### config.mk
export PLATFORM = sky130hd
export DESIGN_NAME = gray_fifo_read_ctrl_flat
export DESIGN_NICKNAME = d
export VERILOG_FILES = /design/src/rtl/gray_fifo_read_ctrl_if.sv /design/src/rtl/gray_fifo_read_ctrl.sv /design/src/flat_wrapper.sv
export SDC_FILE = /design/constraint.sdc
export NUM_CORES = 1
export LEC_CHECK = 0
export CAP_MARGIN = 0
export CORE_AREA = 2 2 54 56
export CTS_CLUSTER_DIAMETER = 40
export CTS_CLUSTER_SIZE = 20
export DETAILED_ROUTE_END_ITERATION = 7
export DIE_AREA = 0 0 56 58
export GPL_ROUTABILITY_DRIVEN = 0
export PLACE_DENSITY = 0.81
export SLEW_MARGIN = 30
export SYNTH_ARGS = -nofsm -noshare
export SYNTH_HDL_FRONTEND = slang
export SYNTH_SLANG_ARGS = --single-unit
### constraint.sdc
create_clock -name Clk -period 2.8 [get_ports Clk]
set_clock_uncertainty 0.1 [all_clocks]
set_input_delay 0.84 -clock Clk [delete_from_list [all_inputs] [get_ports Clk]]
set_output_delay 0.84 -clock Clk [all_outputs]
set_load 0.02 [all_outputs]
### src/rtl/gray_fifo_read_ctrl_if.sv
// Read-side FIFO pointer bus: the write-pointer input from the write domain,
// the pop handshake, and the read-address/status outputs.
interface gray_fifo_read_ctrl_if #(
  parameter int unsigned ADDR_WIDTH = 4
);
  localparam int unsigned PTR_W = ADDR_WIDTH + 1;

  logic [PTR_W-1:0]      WrPtrGray_in;
  logic                  ReadReq_in;
  logic                  ReadAck_out;
  logic [ADDR_WIDTH-1:0] RdAddr_out;
  logic [PTR_W-1:0]      RdPtrGray_out;
  logic                  Empty_out;
  logic [PTR_W-1:0]      Level_out;
  logic                  Underflow_out;

  modport master (
    output WrPtrGray_in,
    output ReadReq_in,
    input  ReadAck_out,
    input  RdAddr_out,
    input  RdPtrGray_out,
    input  Empty_out,
    input  Level_out,
    input  Underflow_out
  );

  modport slave (
    input  WrPtrGray_in,
    input  ReadReq_in,
    output ReadAck_out,
    output RdAddr_out,
    output RdPtrGray_out,
    output Empty_out,
    output Level_out,
    output Underflow_out
  );
endinterface

### src/rtl/gray_fifo_read_ctrl.sv
// Read-side pointer controller for a dual-clock FIFO: synchronizes the Gray
// write pointer, tracks the read pointer, and produces Empty/Level/Underflow.
module gray_fifo_read_ctrl #(
  parameter int unsigned ADDR_WIDTH  = 4,
  parameter int unsigned SYNC_STAGES = 2
) (
  input  logic                  Clk,
  input  logic                  Rst_n_in,
  gray_fifo_read_ctrl_if.slave  bus
);
  localparam int unsigned PTR_W = ADDR_WIDTH + 1;

  logic [PTR_W-1:0] r_sync [SYNC_STAGES];
  logic [PTR_W-1:0] r_rd_bin;
  logic [PTR_W-1:0] r_rd_gray;
  logic             r_empty;
  logic [PTR_W-1:0] r_level;
  logic             r_underflow;

  logic [PTR_W-1:0] w_wq_gray;
  logic [PTR_W-1:0] w_wq_bin;
  logic             w_ack;
  logic [PTR_W-1:0] w_rd_bin_next;
  logic [PTR_W-1:0] w_rd_gray_next;

  // Write-pointer synchronizer chain; the last stage is the usable copy.
  always_ff @(posedge Clk or negedge Rst_n_in) begin
    if (!Rst_n_in) begin
      for (int i = 0; i < int'(SYNC_STAGES); i++) begin
        r_sync[i] <= '0;
      end
    end else begin
      r_sync[0] <= bus.WrPtrGray_in;
      for (int i = 1; i < int'(SYNC_STAGES); i++) begin
        r_sync[i] <= r_sync[i-1];
      end
    end
  end

  assign w_wq_gray = r_sync[SYNC_STAGES-1];

  // Gray to binary: each binary bit is the XOR of all Gray bits at or above it.
  always_comb begin
    w_wq_bin = '0;
    for (int i = 0; i < int'(PTR_W); i++) begin
      w_wq_bin[i] = ^(w_wq_gray >> i);
    end
  end

  assign w_ack          = bus.ReadReq_in & ~r_empty;
  assign w_rd_bin_next  = r_rd_bin + PTR_W'(w_ack);
  assign w_rd_gray_next = w_rd_bin_next ^ (w_rd_bin_next >> 1);

  always_ff @(posedge Clk or negedge Rst_n_in) begin
    if (!Rst_n_in) begin
      r_rd_bin    <= '0;
      r_rd_gray   <= '0;
      r_empty     <= 1'b1;
      r_level     <= '0;
      r_underflow <= 1'b0;
    end else begin
      r_rd_bin    <= w_rd_bin_next;
      r_rd_gray   <= w_rd_gray_next;
      r_empty     <= (w_rd_gray_next == w_wq_gray);
      // Modular difference stays correct across pointer wrap.
      r_level     <= w_wq_bin - w_rd_bin_next;
      r_underflow <= bus.ReadReq_in & r_empty;
    end
  end

  assign bus.ReadAck_out   = w_ack;
  assign bus.RdAddr_out    = r_rd_bin[ADDR_WIDTH-1:0];
  assign bus.RdPtrGray_out = r_rd_gray;
  assign bus.Empty_out     = r_empty;
  assign bus.Level_out     = r_level;
  assign bus.Underflow_out = r_underflow;

endmodule

### src/flat_wrapper.sv
// flat-port wrapper written by rule: the top's interface ports become plain ports
module gray_fifo_read_ctrl_flat 
#(
  parameter int unsigned ADDR_WIDTH  = 4,
  parameter int unsigned SYNC_STAGES = 2
)
  (Clk, Rst_n_in, bus_WrPtrGray_in, bus_ReadReq_in, bus_ReadAck_out, bus_RdAddr_out, bus_RdPtrGray_out, bus_Empty_out, bus_Level_out, bus_Underflow_out);
  gray_fifo_read_ctrl_if #(.ADDR_WIDTH(ADDR_WIDTH)) bus_i ();
  input  logic Clk;
  input  logic Rst_n_in;
  input wire logic [$bits(bus_i.WrPtrGray_in)-1:0] bus_WrPtrGray_in;
  input wire logic [$bits(bus_i.ReadReq_in)-1:0] bus_ReadReq_in;
  output wire logic [$bits(bus_i.ReadAck_out)-1:0] bus_ReadAck_out;
  output wire logic [$bits(bus_i.RdAddr_out)-1:0] bus_RdAddr_out;
  output wire logic [$bits(bus_i.RdPtrGray_out)-1:0] bus_RdPtrGray_out;
  output wire logic [$bits(bus_i.Empty_out)-1:0] bus_Empty_out;
  output wire logic [$bits(bus_i.Level_out)-1:0] bus_Level_out;
  output wire logic [$bits(bus_i.Underflow_out)-1:0] bus_Underflow_out;
  assign bus_i.WrPtrGray_in = bus_WrPtrGray_in;
  assign bus_i.ReadReq_in = bus_ReadReq_in;
  assign bus_ReadAck_out = bus_i.ReadAck_out;
  assign bus_RdAddr_out = bus_i.RdAddr_out;
  assign bus_RdPtrGray_out = bus_i.RdPtrGray_out;
  assign bus_Empty_out = bus_i.Empty_out;
  assign bus_Level_out = bus_i.Level_out;
  assign bus_Underflow_out = bus_i.Underflow_out;
  gray_fifo_read_ctrl #(.ADDR_WIDTH(ADDR_WIDTH), .SYNC_STAGES(SYNC_STAGES)) u_core (.Clk(Clk), .Rst_n_in(Rst_n_in), .bus(bus_i));
endmodule
**Yosys cells after proc, flatten, opt, wreduce, memory -nomap -nowiden**

Index checks and enable logic that the tools add are counted.

- Bits in writable memories: 0
- Memories kept: 0
- ROM bits: 0
- Output and inout port bits: 17
- Bits in latches: 0
- Flip-flop bits (word level): 27

- Multipliers: 0
- Order comparisons: 0
- Divide/modulo/power cells: 0
- Shift operators: 0
- Eq/ne operators: 1
- Bitwise operators: 4
- Reduce and logical (&&, ||, !) cells: 5
- Multiplexer cells: 0
- $add $sub $neg: 2

Operators with widths:

| cell | count |
|---|---|
| $reduce_xor A5 Y1 | 5 |
| $add A5 B1 Y5 | 1 |
| $eq A5 B5 Y1 | 1 |
| $sub A5 B5 Y5 | 1 |
| $xor A5 B4 Y5 | 1 |
| $and A1 B1 Y1 | 2 |
| $not A1 Y1 | 1 |

**Logic depth before layout (Yosys ltp)**

Gate-level depths: netlist of run 1.

- Depth after elaboration: 5
- Depth in mapped cells: 10
- Depth with buffers taken out: 10

**Worst setup path after synthesis of run 1**

Ideal clock, no wire load.

- Path type: input to register
- Start point: input port bus_ReadReq_in
- End point: register u_core.r_level[4] (netlist: u_core.bus.Level_out[4])
- Stages on the path: 8
- Path buffers: 0
- Required time: 2.572 ns
- Path slack: -0.283 ns
- Data arrival time: 2.855 ns
- Cells stage by stage: nor2b_1 -> ha_1 -> ha_1 -> xnor2_1 -> ha_1 -> a21oi_1 -> maj3_1 -> xnor2_1

- Longest elaborated chain between the ends: 3

Ends and longest elaborated chain:

| what | RTL line | source |
|---|---|---|
| from (decl) | flat_wrapper.sv:12 | `input wire logic [$bits(bus_i.ReadReq_in)-1:0] bus_ReadReq_in;` |
| $and A1 B1 Y1 | gray_fifo_read_ctrl.sv:50 | `assign w_ack = bus.ReadReq_in & ~r_empty;` |
| $add A5 B1 Y5 | gray_fifo_read_ctrl.sv:51 | `assign w_rd_bin_next = r_rd_bin + PTR_W'(w_ack);` |
| $sub A5 B5 Y5 | gray_fifo_read_ctrl.sv:66 | `r_level <= w_wq_bin - w_rd_bin_next;` |
| to (signal assigned) | gray_fifo_read_ctrl.sv:66 |  |
| to (decl) | gray_fifo_read_ctrl.sv:17 | `logic [PTR_W-1:0] r_level;` |

No other way between the ends.

**Worst setup path after layout of run 1**

- Start point: input port bus_ReadReq_in
- End point: output port bus_ReadAck_out

- Longest elaborated chain between the ends: 1

Ends and longest elaborated chain:

| what | RTL line | source |
|---|---|---|
| $and A1 B1 Y1 | gray_fifo_read_ctrl.sv:50 |  |
| to (decl) | flat_wrapper.sv:13 | `output wire logic [$bits(bus_i.ReadAck_out)-1:0] bus_ReadAck_out;` |

No other way between the ends.

==> results of run 1 <==
## cell usage after synthesis
master,instances
nand3_1,2
and4b_1,1
o21ai_0,1
and2_1,2
nor2b_1,1
dfstp_2,1
a21oi_1,2
xnor3_1,1
or3_1,1
a21boi_0,2
fa_1,1
inv_1,4
nor2_1,2
dfrtp_1,25
xor2_1,7
ha_1,5
a31oi_1,1
o21a_1,1
xnor2_1,14
a211oi_2,1
a21o_1,1
nand2_1,1
maj3_1,1
mux2i_1,1
## cells by family after synthesis
group | count (synthesis) | share of synthesized area, %
xor+xnor | 22 | 18.8
simple gates | 10 | 5.14
buf+inv | 4 | 1.37
mux | 1 | 0.913
flops | 26 | 59.5
fa+ha+maj | 7 | 8.45
compound gates | 9 | 5.82
## sequential cells by signal, summed over array words and instances (netlist names)
register                  cells
u_core.bus.Level_out          5
u_core.bus.Underflow_out      1
u_core.w_wq_gray              5
u_core.r_rd_bin               5
u_core.r_sync                 5
u_core.bus.RdPtrGray_out      4
u_core.bus.Empty_out          1
## layer usage
layer,vias up,part of all wire [%],wire length (microns),track usage (%)
li1,342,-,-,-
met1,360,43,779,14.9
met2,22,50,917,22.5
met3,2,5.9,107,2.90
met4,0,0.88,16,4.08
met5,-,0,0,0
## power by group
part           internal [W]  total, W  switching [W]
Clock             0.0000795  0.000182       0.000103
Sequential         0.000509  0.000604      0.0000949
Combinational      0.000621   0.00116       0.000540
Total               0.00121   0.00195       0.000737
## final cells by class
| type | instances | area, sq um |
|---|---|---|
| Fill cell | 226 | 1120 |
| Timing Repair Buffer | 38 | 344 |
| Inverter | 4 | 15.0 |
| Tap cell | 31 | 38.8 |
| Multi-Input combinational cell | 49 | 457 |
| Sequential cell | 26 | 652 |
| Clock buffer | 4 | 36.3 |
## critical path: cells and delay by family
kind | cells | cell delay (ps)
AND/OR/NAND/NOR | 1 | 140
buffers and inverters | 2 | 800
## placed cells by master, fill, tap and decap left out, types with 2 or more instances in the layout
cell and count:
a21boi_0 2, a21oi_1 2, and2_1 2, buf_4 14, clkbuf_4 3, clkdlybuf4s50_1 23
dfrtp_1 25, ha_1 3, ha_2 2, inv_1 4, nand3_1 2, nor2_1 2
xnor2_1 12, xnor2_2 2, xor2_1 7
## worst min path at each step
stage	endpoint	startpoint	depth (start not counted)
finish	u_core.w_wq_gray[3]$_DFF_PN0_	u_core.r_sync[8]$_DFF_PN0_	0
global route	u_core.w_wq_gray[0]$_DFF_PN0_	u_core.r_sync[5]$_DFF_PN0_	0
CTS	u_core.w_wq_gray[3]$_DFF_PN0_	u_core.r_sync[8]$_DFF_PN0_	0
detailed placement	u_core.w_wq_gray[3]$_DFF_PN0_	u_core.r_sync[8]$_DFF_PN0_	0
global placement	u_core.w_wq_gray[4]$_DFF_PN0_	u_core.r_sync[9]$_DFF_PN0_	0
floorplan	u_core.w_wq_gray[0]$_DFF_PN0_	u_core.r_sync[5]$_DFF_PN0_	0
## stage by stage
step                worst slack [ps]  utilization [%]  instance area (sq um)  hold WS, ps
detailed placement              -261             56.3                   1500          238
finish                          71.1             57.9                   1540          265
CTS                             61.6             57.7                   1540          268
global placement                -238             56.3                   1500          231
global route                    11.5             57.9                   1540          280
floorplan                       39.2                -                   1120          231
## repair_timing
item                       in CTS  in global routing
resized for setup               1                  1
gates cloned                    0                  0
buffers inserted                0                  0
setup endpoints to repair       1                  1
==> results.cfg, run 1 <==
[setup_path]
crit_fanout = 2
crit_end = bus_ReadAck_out
r2r-end = u_core.bus.Level_out[4]$_DFF_PN0_
end_kind = output port
critPathKind = in2out
reg2reg_depth = 10
crit_arrival_ps = 1790
r2r_start = u_core.w_wq_gray[3]$_DFF_PN0_
cp_cell_sequence = clkdlybuf4s50_1 > nor2b_4 > dlygate4sd2_1
crit_required_ps = 1860
r2r_setup_slack_ps = 230
crit_path_start_kind = input port
critPathSlowestCell = clkdlybuf4s50_1
startpoint = bus_ReadReq_in
crit_path_max_incr_delay_ps = 470

[finish]
layout.cells.non_filler = 152
n_antenna_cell = 0
drive_gt1_share_pct = 20.7
area_delta_synth_final_pct = 40.8
finalNetCount = 136

[drt]
wl_per_cell_microns = 12.0
drtAntennaViolNets = 0
drt_iter0_markers = 3
route.detailed.drc = 0
num_vias = 726
wirelength_mm = 1.82
dr.pass1.iters = 2
avgViaCountPerCell = 4.78

[placed_design]
dp_hpwl_mm = 1.42
numPortBuffers = 24
placed_cells = 148

[hold_path]
hold_path_class = reg2reg

[logic_synthesis]
synth_cell_type_count = 24
postSynthCellCount = 79
ys_seq_elements = 26
synth_top_area_share_pct = 57.1
seq_area_frac_synth_pct = 59.5
avgSynthCellArea_sq_um = 13.9
yosys-top-cells-area = dfrtp_1 (57%), xnor2_1 (11%), ha_1 (5.7%), xor2_1 (5.6%), dfstp_2 (2.4%)
syn-num-nets = 93
synth_area_leader_cell = dfrtp_1
syn-cell-area_sq_um = 1100
yosys_warnings = 0

[grt]
track_usage_pct = 12.5
gr-total-overflow = 0
antenna_found_initial = 0
grt_max_degree = 27
grt_pass1_vias = 741
grt_pass1_wl_mm = 3.09

[clock_tree]
cts_max_path_buffers = 2
insertion_delay_ps = 310
clk_pin_slew_ps = 130
h-tree-depth = 1
cts_hold_buffers = 0
cts_made_buffers = 3
cts_tree = built
clock-sinks = 26
cts-root-buf = clkbuf_4

[timing]
hold_viol = 0
min_period_ps = 2730
finalCritPeriodShare_pct = 97.5
worstMarginPinSlew_ps = 413
setup_viol = 0
slew_viol_final = 0
rsz0062_at_grt = false
finalSetupTns_ps = 0
max_freq_mhz = 366
relSlewSlack_pct = 72.3

[pwr]
totalPowerFinal_w = 0.00195
p_leak_nw = 0.693
powerDensity_nw_per_um2 = 1260
vdd.ir_drop.worst_uv = 717

[floorplanning]
fp.dieH_microns = 58
dieArea_sq_um = 3250
rows = 19
die_x_microns = 56
io_pins = 25
core_sq_um = 2660
start_util_pct = 41.2

[run]
drv_cap = 0

[outcome]
outcome = completed
Note: power is estimated with default switching activity, not from simulation.
==> run 2: changes to the inputs <==
--- a/config.mk
+++ b/config.mk
@@ -6,13 +6,13 @@
 export NUM_CORES = 1
 export LEC_CHECK = 0
 export CAP_MARGIN = 0
-export CORE_AREA = 2 2 54 56
+export CORE_AREA = 2 2 51 53
 export CTS_CLUSTER_DIAMETER = 40
 export CTS_CLUSTER_SIZE = 20
 export DETAILED_ROUTE_END_ITERATION = 7
-export DIE_AREA = 0 0 56 58
+export DIE_AREA = 0 0 53 55
 export GPL_ROUTABILITY_DRIVEN = 0
-export PLACE_DENSITY = 0.81
+export PLACE_DENSITY = 0.86
 export SLEW_MARGIN = 30
 export SYNTH_ARGS = -nofsm -noshare
 export SYNTH_HDL_FRONTEND = slang
==> constraint.sdc (replaced) <==
create_clock -name Clk -period 3.1 [get_ports Clk]
set_clock_uncertainty 0.1 [all_clocks]
set_input_delay 0.93 -clock Clk [delete_from_list [all_inputs] [get_ports Clk]]
set_output_delay 0.93 -clock Clk [all_outputs]
set_load 0.02 [all_outputs]
==> results.cfg, run 2 (synthesis results as in run 1) <==
[floorplanning]
start_util_pct = 46.3
io_pins = 25
rows = 18
fp.dieH_microns = 55
die_x_microns = 53
core_sq_um = 2360
dieArea_sq_um = 2920

[setup_path]
critPathKind = in2out
reg2reg_depth = 10
crit_required_ps = 2070
crit_fanout = 2
end_kind = output port
critPathSlowestCell = clkdlybuf4s50_1
crit_path_start_kind = input port
crit_arrival_ps = 1900
crit_path_max_incr_delay_ps = 470
cp_cell_sequence = clkdlybuf4s50_1 > nor2b_2 > dlygate4sd2_1

[timing]
finalCritPeriodShare_pct = 94.5
max_freq_mhz = 341
setup_viol = 0
relSlewSlack_pct = 67.8
worstMarginPinSlew_ps = 480
hold_viol = 0
slew_viol_final = 0
holdWs_ps = 263
setup_slack_ps = 169
rsz0062_at_grt = false
finalSetupTns_ps = 0
min_period_ps = 2930

[hold_path]
hold_path_class = reg2reg
holdPathStages = 0

[drt]
drtAntennaViolNets = 0
dr.pass1.iters = 4
avgViaCountPerCell = 4.73
num_vias = 700
route.detailed.drc = 0
wirelength_mm = 1.83
wl_per_cell_microns = 12.4
drt_iter0_markers = 2

[finish]
n_antenna_cell = 0
finalNetCount = 133
area_delta_synth_final_pct = 36.3
final_common_cell = dfrtp_1
final_cell_mix = dfrtp_1 (25), clkdlybuf4s50_1 (23), xnor2_1 (14)
drive_gt1_share_pct = 15.3

[clock_tree]
insertion_delay_ps = 330
h-tree-depth = 1
cts_hold_buffers = 0
clk_pin_slew_ps = 130
cts_max_path_buffers = 2
cts_tree = built
cts_made_buffers = 3
clock-sinks = 26
cts-root-buf = clkbuf_4

[placed_design]
numPortBuffers = 24
dp_hpwl_mm = 1.40
dpl_worst_slack_ps = -108

[pwr]
totalPowerFinal_w = 0.00172
p_leak_nw = 0.667
powerDensity_nw_per_um2 = 1150
vdd.ir_drop.worst_uv = 654

[grt]
grt_max_degree = 27
antenna_found_initial = 0
gr-total-overflow = 0
grt_pass1_vias = 701
track_usage_pct = 15.0
grt_pass1_wl_mm = 2.95

[run]
drv_cap = 0

[outcome]
outcome = completed
==> run 2: cell types whose count changed in the layout (fill, tap and decap cells not counted), sizes merged <==
cell	before	now
buf	14	11
==> run 2: repair_timing <==
item	4_1_cts	5_1_grt
gates resized for setup	1	0
hold endpoints to repair	0	0
setup buffers	0	0
endpoints found under the setup margin	1	0
==> run 2: layer usage <==
layer / GRT usage, % / share of wire (%) / vias to the layer above
met1: 16.2 / 42 / 330
met3: 2.42 / 4.9 / 5
met2: 27.7 / 50 / 25
met5: 0 / 0 / -
li1: - / - / 340
met4: 8.97 / 2.6 / 0
==> run 2: worst paths after layout <==
check	start	endpoint	slack (ps)
worst max-delay path	bus_ReadReq_in	bus_ReadAck_out	170
worst min register to register	u_core.r_sync[8]$_DFF_PN0_	u_core.w_wq_gray[3]$_DFF_PN0_	260
max in group asynchronous	Rst_n_in	u_core.bus.Empty_out$_DFF_PN1_	1770
min in group asynchronous	Rst_n_in	u_core.bus.Level_out[2]$_DFF_PN0_	840
worst min-delay path	u_core.r_sync[8]$_DFF_PN0_	u_core.w_wq_gray[3]$_DFF_PN0_	260
worst max register to register	u_core.w_wq_gray[3]$_DFF_PN0_	u_core.bus.Level_out[4]$_DFF_PN0_	360
==> run 2: worst max-delay path: cells and delay by family <==
kind	cells	cell delay, ps
buf+inv	2	810
simple gates	1	160
==> run 2: power breakdown <==
part,internal [W],switching [W],leakage (nW),total (W)
Clock,0.0000720,0.0000972,0.0210,0.000169
Combinational,0.000535,0.000479,0.341,0.00101
Sequential,0.000460,0.0000789,0.305,0.000538
==> run 2: cell type report <==
| class | count | area, sq um |
|---|---|---|
| clock buffer | 4 | 36.3 |
| sequential | 26 | 652 |
| fill | 206 | 871 |
| inverter | 4 | 15.0 |
| multi-input combinational | 49 | 432 |
| tap | 30 | 37.5 |
| timing repair buffer | 35 | 322 |
==> run 2: through the flow <==
step	cell area, sq um	utilization, %	instances
finish	1490	63.2	148
global route	1490	63.2	148
CTS	1490	63.2	148
detailed placement	1460	61.7	144
global placement	1460	61.7	144
floorplan	1100	-	79
==> run 3: changes to the inputs <==
--- a/config.mk
+++ b/config.mk
@@ -12,7 +12,7 @@
 export DETAILED_ROUTE_END_ITERATION = 7
 export DIE_AREA = 0 0 53 55
 export GPL_ROUTABILITY_DRIVEN = 0
-export PLACE_DENSITY = 0.86
+export PLACE_DENSITY = 0.8
 export SLEW_MARGIN = 30
 export SYNTH_ARGS = -nofsm -noshare
 export SYNTH_HDL_FRONTEND = slang
==> results.cfg, run 3 (synthesis results as in run 1) <==
[outcome]
outcome = completed

[finish]
n_antenna_cell = 0
design_area_sq_um = 1510
final_core_util_pct = 63.9
final_common_cell = dfrtp_1
area_delta_synth_final_pct = 37.8
drive_gt1_share_pct = 15.4
finalNetCount = 132
nFillCells = 175
final_cell_mix = dfrtp_1 (25), clkdlybuf4s50_1 (23), xnor2_1 (14)
layout.cells.non_filler = 147

[placed_design]
place_area_sq_um = 1450
placed_cells = 143
dpl_worst_slack_ps = -125
numPortBuffers = 24
dp_hpwl_mm = 1.31

[timing]
slew_viol_final = 0
setup_viol = 0
worstMarginPinSlew_ps = 523
relSlewSlack_pct = 64.9
min_period_ps = 2910
hold_viol = 0
rsz0062_at_grt = false
setup_slack_ps = 190
max_freq_mhz = 344
finalCritPeriodShare_pct = 93.9

[floorplanning]
die_x_microns = 53
start_util_pct = 46.3
io_pins = 25
fp.dieH_microns = 55
rows = 18
dieArea_sq_um = 2920
core_sq_um = 2360

[setup_path]
r2r_start = u_core.w_wq_gray[3]$_DFF_PN0_
cp_cell_sequence = clkdlybuf4s50_1 > nor2b_2 > dlygate4sd2_1
crit_fanout = 2
critPathKind = in2out
cp_top_family = buffers and inverters
startpoint = bus_ReadReq_in
crit_path_max_incr_delay_ps = 460
crit_buf_inv = 2
crit_required_ps = 2070
end_kind = output port
crit_arrival_ps = 1880
critPathSlowestCell = clkdlybuf4s50_1
crit_path_start_kind = input port

[clock_tree]
cts_hold_buffers = 0
cts_setup_buffers = 0
cts_made_buffers = 3
cts_max_path_buffers = 2
clk_pin_slew_ps = 140
cts_tree = built
cts-root-buf = clkbuf_4
clock-sinks = 26
h-tree-depth = 1
insertion_delay_ps = 320

[grt]
grt_max_degree = 27
grt_pass1_wl_mm = 2.89
grt_busiest_layer = met2
track_usage_pct = 14.3
antenna_found_initial = 0
grt_pass1_vias = 653
grt_util_met3_pct = 3.23
grtUsageMet2_pct = 23.5
gr-total-overflow = 0
met1_usage_pct = 18.6

[drt]
route.detailed.drc = 0
wl_per_cell_microns = 12.0
avgViaCountPerCell = 4.65
dr.pass1.iters = 1
drtAntennaViolNets = 0
wirelength_mm = 1.76
num_vias = 683
drt_iter0_markers = 0

[run]
drv_cap = 0

[hold_path]
hp-start = u_core.r_sync[6]$_DFF_PN0_
hold_path_class = reg2reg

[pwr]
p_leak_nw = 0.670
powerDensity_nw_per_um2 = 1170
vdd.ir_drop.worst_uv = 688
==> run 3: cell count changes in the layout (fill, tap and decap cells not counted), sizes merged <==
cell / before / now
buf: 11 / 10
bufinv: 0 / 1
clkbuf: 4 / 3
==> run 3: report_power, final <==
part | internal (W) | total (W) | switching [W] | leakage (nW)
clock network | 0.000131 | 0.000231 | 0.000100 | 0.0279
registers | 0.000460 | 0.000539 | 0.0000792 | 0.305
logic | 0.000527 | 0.00100 | 0.000476 | 0.338
total | 0.00112 | 0.00177 | 0.000656 | 0.670
==> run 3: what timing repair did <==
action / in CTS / in global routing
cloned: 0 / 0
setup endpoints to repair: 1 / 1
gates resized for setup: 1 / 1
pin swaps: 0 / 0
==> run 3: per-stage QoR <==
stage	hold slack, ps	setup TNS [ps]	power [W]
after detailed placement	235	-307	0.00155
final	266	0	0.00177
after global placement	231	-141	0.00152
after global routing	269	0	0.00191
after floorplan	231	0	0.00114
after CTS	267	0	0.00179
==> run 3: final timing paths <==
| kind | endpoint | slack, ps | depth (start not counted) |
|---|---|---|---|
| worst max-delay path | bus_ReadAck_out | 190 | 3 |
| worst min-delay path | u_core.w_wq_gray[1]$_DFF_PN0_ | 270 | 0 |
| worst min register to register | u_core.w_wq_gray[1]$_DFF_PN0_ | 270 | 0 |
| min in group asynchronous | u_core.r_rd_bin[3]$_DFF_PN0_ | 850 | 2 |
| max in group asynchronous | u_core.bus.Empty_out$_DFF_PN1_ | 1770 | 2 |
| worst max register to register | u_core.bus.Level_out[4]$_DFF_PN0_ | 300 | 10 |
==> run 3: area by class of cell <==
| cell class | instances | area, sq um | area share [%] |
|---|---|---|---|
| timing repair buffer | 34 | 314 | 20.8 |
| clock inverter | 1 | 30.0 | 1.99 |
| tap | 30 | 37.5 | 2.49 |
| inverter | 4 | 15.0 | 0.994 |
| sequential | 26 | 652 | 43.2 |
| clock buffer | 3 | 22.5 | 1.49 |
| multi-input combinational | 49 | 439 | 29.1 |
==> run 3: layer usage <==
layer  wire [microns]  part of all wire (%)
met4               23                   1.3
met3               74                   4.2
met5                0                     0
met1              814                    46
met2              846                    48
==> run 3: worst register-to-register path, delay by kind of cell (launching register included) <==
kind / cells / cell delay [ps]
buffers and inverters: 1 / 60
AOI/OAI and AO/OA: 1 / 200
DFF: 1 / 430
adders and majority gates: 3 / 770
xor gates and xnor gates: 5 / 1180
